### config.mk
export PLATFORM = sky130hd
export DESIGN_NAME = program_loader
export DESIGN_NICKNAME = d
export VERILOG_FILES = /design/src/rtl/program_loader.sv
export SDC_FILE = /design/constraint.sdc
export NUM_CORES = 1
export LEC_CHECK = 0
export ABC_AREA = 1
export BUFFER_PORTS_ARGS = -buffer_cell sky130_fd_sc_hd__buf_4
export CELL_PAD_IN_SITES_DETAIL_PLACEMENT = 0
export CELL_PAD_IN_SITES_GLOBAL_PLACEMENT = 1
export CORE_MARGIN = 8
export CORE_UTILIZATION = 40
export CTS_CLUSTER_DIAMETER = 150
export DETAILED_ROUTE_END_ITERATION = 6
export GPL_TIMING_DRIVEN = 0
export MAX_ROUTING_LAYER = met4
export PLACE_DENSITY = 0.8
export SLEW_MARGIN = 20
export SYNTH_ARGS = -nofsm -noshare
export SYNTH_HDL_FRONTEND = slang
export SYNTH_SLANG_ARGS = --single-unit
### constraint.sdc
create_clock -name clk_i -period 3.1 [get_ports clk_i]
set_input_delay 0 -clock clk_i [delete_from_list [all_inputs] [get_ports clk_i]]
set_output_delay 0 -clock clk_i [all_outputs]
set_load 0.01 [all_outputs]
### src/rtl/program_loader.sv
// program_loader: serial byte-stream loader that fills instruction memory and holds the CPU
//   clk_i          rising-edge clock
//   reset_i        async active-high reset
//   start_i/len_i  begin a load of len_i 32-bit words
//   byte_in_i, byte_valid_i / byte_ready_o   serial byte handshake
//   im_we_o, im_addr_o, im_data_o            instruction memory write port
//   cpu_hold_o, done_o, err_o, words_loaded_o status
module program_loader #(
   parameter int DEPTH_WORDS = 128,
   parameter int ADDR_W      = 9
) (
   input  logic              clk_i,
   input  logic              reset_i,
   input  logic              start_i,
   input  logic [7:0]        len_i,
   input  logic [7:0]        byte_in_i,
   input  logic              byte_valid_i,
   output logic              byte_ready_o,
   output logic              im_we_o,
   output logic [ADDR_W-1:0] im_addr_o,
   output logic [31:0]       im_data_o,
   output logic              cpu_hold_o,
   output logic              done_o,
   output logic              err_o,
   output logic [7:0]        words_loaded_o
);
   typedef enum logic [1:0] {IDLE, LOAD, WRITE, DONE} state_t;
   state_t            state_q, state_d;
   logic [7:0]        len_q, len_d, cnt_q, cnt_d;
   logic              err_q, err_d;
   logic [1:0]        idx_q, idx_d;
   logic [31:0]       word_q, word_d, data_q, data_d;
   logic [ADDR_W-1:0] addr_q, addr_d, wa_q, wa_d;
   logic              too_big;
   assign too_big        = int'(len_i) > DEPTH_WORDS;
   assign byte_ready_o   = state_q == LOAD;
   assign im_we_o        = state_q == WRITE;
   assign cpu_hold_o     = state_q != DONE;
   assign done_o         = state_q == DONE;
   assign err_o          = err_q;
   assign words_loaded_o = cnt_q;
   // write port registers load only as WRITE is entered, so they stay put everywhere else
   assign im_addr_o      = wa_q;
   assign im_data_o      = data_q;
   always_comb begin
      state_d = state_q;
      len_d   = len_q;
      cnt_d   = cnt_q;
      err_d   = err_q;
      idx_d   = idx_q;
      word_d  = word_q;
      addr_d  = addr_q;
      wa_d    = wa_q;
      data_d  = data_q;
      case (state_q)
         IDLE, DONE: if (start_i) begin
            len_d   = len_i;
            cnt_d   = '0;
            idx_d   = '0;
            addr_d  = '0;
            err_d   = too_big;
            state_d = (len_i == 8'd0 || too_big) ? DONE : LOAD;
         end
         LOAD: if (byte_valid_i) begin
            // shifting left puts the first byte of the word in bits 31:24
            word_d = {word_q[23:0], byte_in_i};
            idx_d  = idx_q + 2'd1;
            if (idx_q == 2'd3) begin
               wa_d    = addr_q;
               data_d  = word_d;
               state_d = WRITE;
            end
         end
         WRITE: begin
            addr_d  = addr_q + ADDR_W'(4);
            cnt_d   = cnt_q + 8'd1;
            idx_d   = '0;
            state_d = (cnt_q + 8'd1 == len_q) ? DONE : LOAD;
         end
      endcase
   end
   always_ff @(posedge clk_i or posedge reset_i) begin
      if (reset_i) begin
         state_q <= IDLE;
         len_q   <= '0;
         cnt_q   <= '0;
         err_q   <= 1'b0;
         idx_q   <= '0;
         word_q  <= '0;
         addr_q  <= '0;
         wa_q    <= '0;
         data_q  <= '0;
      end else begin
         state_q <= state_d;
         len_q   <= len_d;
         cnt_q   <= cnt_d;
         err_q   <= err_d;
         idx_q   <= idx_d;
         word_q  <= word_d;
         addr_q  <= addr_d;
         wa_q    <= wa_d;
         data_q  <= data_d;
      end
   end
endmodule

* After elaboration in Yosys (flattened, before gate mapping) *
Index checks and enable logic that the tools add are counted.

operators by class
  $add $sub $neg = 3
  $mul = 0
  div/mod/pow operators = 0
  $lt $le $gt $ge = 1
  equal/unequal tests = 9
  shift-type cells = 0
  muxes and demuxes = 13
  bitwise logic cells = 0
  reduce and logical (&&, ||, !) cells = 11

operator list
  kind                 count
  $pmux 9 s2           1
  $pmux 8 s2           1
  $mux 2               7
  $pmux 2 s3           2
  $add 9x3->9 const B  1
  $mux 9               1
  $add 8x1->8 const B  1
  $eq 8x8->1           1
  $gt 8x8->1 const B   1
  $logic_not 8->1      1
  $mux 8               1
  $reduce_and 2->1     4
  $eq 2x2->1 const B   3
  $ne 2x2->1 const B   3
  $reduce_and 3->1     2
  $add 2x1->2 const B  1
  $eq 2x1->1 const B   1
  $logic_not 2->1      1
  $ne 2x1->1 const B   1
  $reduce_bool 2->1    1
  $reduce_or 2->1      1
  $logic_or 1x1->1     1

storage, ports and cells
  register bits = 95
  latch bits = 0
  RAM bits = 0
  memory bits (read-only) = 0
  input bits = 20
  output and inout bits = 54
  logic and storage cells = 46
  memories = 0

* Logic depth before layout (Yosys ltp) *
  depth after elaboration = 5
  depth in mapped cells = 13
  mapped depth without buffers = 13

* Least setup slack after synthesis *
OpenSTA, ideal clock, no wires.

  path type = register to register
  from = register state_q[0]
  to = register addr_q[8]
  setup time = 0.119 ns
  data arrival time = 1.493 ns
  data required time = 2.981 ns
  slack = 1.488 ns
  cell stages (with the launch flop) = 11
  buffers on the path = 0
  period minus slack after synthesis = 1.612 ns
  cells stage by stage = dfrtp_1 > inv_1 > ha_1 > o21ai_2 > nand2_2 > nor2_2 > nand2_1 > nor2_2 > nand3_1 > nand2_1 > nor2_1

on the way
  word-level cells in the longest chain between the ends = 4
  elaborated cells on any way between the ends = 8
  classes of those cells = 3 x eq/ne; 1 x mux; 4 x reduce/logical

RTL lines
  item                                                              line  text
  start, declared                                                   28    state_t state_q, state_d;
  start signal, assigned                                            94    state_q <= state_d;
  $eq 2x2->1 or $logic_not 2->1 (tied branches)                     55    case (state_q)
  $reduce_or 2->1                                                   55
  $ne 2x2->1 (no source line) or $reduce_bool 2->1 (tied branches)  -
  $reduce_and 2->1 (no source line)                                 -
  end signal, assigned                                              100   addr_q <= addr_d;
  end, declared                                                     33    logic [ADDR_W-1:0] addr_q, addr_d, wa_q, wa_d;

Parallel ways exist; a longest one is shown, timed or not.
A chain may end at the register's enable or synchronous reset.

* Worst setup path after layout *
  from = register state_q[1]
  to = register wa_q[7], in the netlist im_addr_o[7]

on the way
  word-level cells in the longest chain between the ends = 2

RTL lines
  item                               line  text
  $eq 2x1->1                         55
  $reduce_and 3->1 (no source line)  -
  end signal, assigned               101   wa_q <= wa_d;
  end, declared                      33

No other way between the ends.

==> results_dict.tcl <==
set metrics [dict create \
    track_usage 0.1531 \
    cp-start-kind "register" \
    final_cells 674 \
    wl_per_cell_um 13.53 \
    timing.critical_path.buf_inv 3 \
    io_pins 74 \
    tns_ps 0 \
    setup-violations-final 0 \
    yosysWarningCount 0 \
    cts_tree "yes" \
    htree_levels 3 \
    insertedDiodeCount 0 \
    fmax_mhz 536.6 \
    worst_path_max_delay_cell "dfrtp_1" \
    postLayoutCoreUtil 0.5227 \
    via_count 3151 \
    crit_required_ps 3340 \
    clock-sinks 91 \
    drtAntennaViolNets 0 \
    drt_iter0_drc 142 \
    clkPwrFrac 0.204 \
    yosysTopAreaCellShare 0.5769 \
    p_sw_mw 1.482 \
    avgViaCountPerCell 4.675 \
    ys_types 26 \
    status "complete, no violations" \
    crit_family "buffers and inverters" \
    first_pass_iters 4 \
    synth.top_cells.by_area "dfrtp_1 (58%), nand2_1 (9.6%), o21ai_0 (8.9%), inv_1 (6.4%), mux2_2 (3.1%)" \
    worstPathCellList "inv_1 -> ha_1 -> nand2_1 -> inv_1 -> nand2_1 -> buf_2 -> mux2_2" \
    start_util 0.4076 \
    critical_path.max_fanout 10 \
    path_clk_slew_ps 90 \
    ys.flop_type "dfrtp_1" \
    rsz0062_at_grt "no" \
    synth-edff-count 0 \
    portBuffers 71 \
    die_h_um 115.3 \
    grt-ovfl-total 0 \
    dpl-instance-area_um2 4683 \
    cp.arrival_ps 2100 \
    crit_path_end_kind "register" \
    avgSynthCellArea_um2 9.096 \
    synth-seq-cells 91 \
    fp-row-count 36 \
    postSynth.asyncResetShare 1.000 \
    wl_mm 9.122 \
    antenna_found_initial 0 \
    worstSetupPathType "reg -> reg" \
    grt_max_degree 75 \
    core_um2 9684 \
    cts_root_buffer "clkbuf_8" \
    drc 0 \
    insertion_delay_ps 350 \
    slew_viol_final 0 \
    die_area_um2 13300 \
    hold_violations 0 \
    pwr-share-comb 0.344 \
    p_int_mw 2.528 \
    synth_commonest_cells "nand2_1 (101), dfrtp_1 (91), o21ai_0 (70), inv_1 (67), nand3_1 (21)" \
    synth_area_um2 3948 \
    synthDominantAreaCellType "dfrtp_1" \
    ir_drop_mv 0.3675 \
    cap_violations 0 \
    p_sw_frac 0.3696 \
    min_path_type "in -> reg" \
    seqPwrFrac 0.452 \
    synth_most_common_cell "nand2_1" \
    place_congestion 0.8786 \
    cts.path.max_buffers 2 \
    seq_area_frac_synth 0.5769 \
    dp_hpwl_mm 6.670 \
    grt_pass1_wl_mm 15.82 \
    fin_nets 563 \
    grt_pass1_vias 3278 \
    syn_inst 434 \
    die_width_um 115.3 \
    area_delta_synth_final_pct 28.24 \
    min_period_over_period 0.6011 \
    slowest_delay_ps 410 \
    leakage_nw 2.605 \
    finalPower_mw 4.010 \
    reg2reg_slack_ps 1240 \
    cts_buffers 9 \
    dp.cells 640 \
    period_minus_slack_ps 1864 \
    drive_above_1_share 0.2237 \
    stdcell_area_um2 5062 \
    p_per_area_nw_per_um2 792.1 \
    clock_skew_ps 12.99 \
]
-- path summary, 6_finish.rpt --
kind | to | cells past startpoint | start
setup / recovery | im_addr_o[7] | 7 | state_q[1]
hold / removal | idx_q[1] | 4 | start_i
setup reg to reg | im_addr_o[7] | 7 | state_q[1]
hold reg to reg | word_q[4] | 2 | word_q[4]
max in group asynchronous | words_loaded_o[1] | 4 | reset_i
min in group asynchronous | words_loaded_o[6] | 3 | reset_i
-- area by class of cell --
type | instances | area [µm²]
fillers | 928 | 4622
flip-flops and latches | 91 | 2277
repair buffers | 90 | 740.7
inverters | 68 | 260.3
multi-input cells | 259 | 1335
clock buffers | 10 | 127.6
plain buffers | 17 | 83.83
well taps | 133 | 166.4
clock inverters | 6 | 71.32
-- tightest hold or removal path, stage by stage --
cell and delay, ps:
buf_4 100, nor2_1 50, inv_1 90, a32o_1 170
-- registers in the layout, indices dropped and copies added (netlist names) --
name,flops
idx_q,2
len_q,8
err_o,1
words_loaded_o,8
im_data_o,32
word_q,24
state_q,2
addr_q,7
im_addr_o,7
-- timing repair --
item | 4_1_cts | 5_1_grt
setup buffers | 0 | 0
hold endpoints to repair | 117 | 0
resized for setup | 0 | 0
hold buffers | 18 | 0
-- power by group through the flow --
stage          sequential (mW)  clock (mW)  combinational, mW
6_report                  1.81       0.819               1.38
5_1_grt                   1.87       0.890               1.60
4_1_cts                   1.81       0.842               1.41
3_5_place_dp              1.84           0               1.38
3_3_place_gp              1.83           0               1.35
2_1_floorplan             1.83           0              0.813
-- metrics by stage --
stage / hold WS [ps] / worst slack (ps)
3_3_place_gp: 281.1 / -375.8
2_1_floorplan: 158.6 / 736.4
6_report: 100.0 / 1236
4_1_cts: 91.98 / 1223
5_1_grt: 120.9 / 1051
3_5_place_dp: -49.28 / 1224
-- metal layers --
layer | share of wire | track usage
met4 | 0.017 | 0.05954
met1 | 0.47 | 0.1966
met3 | 0.045 | 0.02679
met5 | 0 | -
met2 | 0.46 | 0.2357
-- cells by family (layout without fill, tap and decap cells) --
logic type / after synthesis / in the layout / share of synthesized area
other: 1 / 2 / 0.0009500
adders and majority gates: 7 / 7 / 0.02219
DFF: 91 / 91 / 0.5769
AOI/OAI and AO/OA: 91 / 91 / 0.1223
buffers and inverters: 85 / 191 / 0.08589
muxes: 11 / 11 / 0.03138
and+or+nand+nor: 148 / 148 / 0.1604
-- cells in the final DEF (no fill, tap or decap), drive strengths merged, types with 2 or more instances in the layout --
cell type,netlist,routed
nand4,2,2
o22ai,5,5
mux2,11,11
clkbuf,8,18
o21bai,2,2
nand2,104,104
o21ai,73,73
a21oi,10,10
nor3,2,2
inv,68,71
nor2,18,18
buf,9,81
ha,7,7
nand3,21,21
dfrtp,91,91
conb,1,2
dlygate4sd3,0,18
Power figures use the tool's default switching activity.
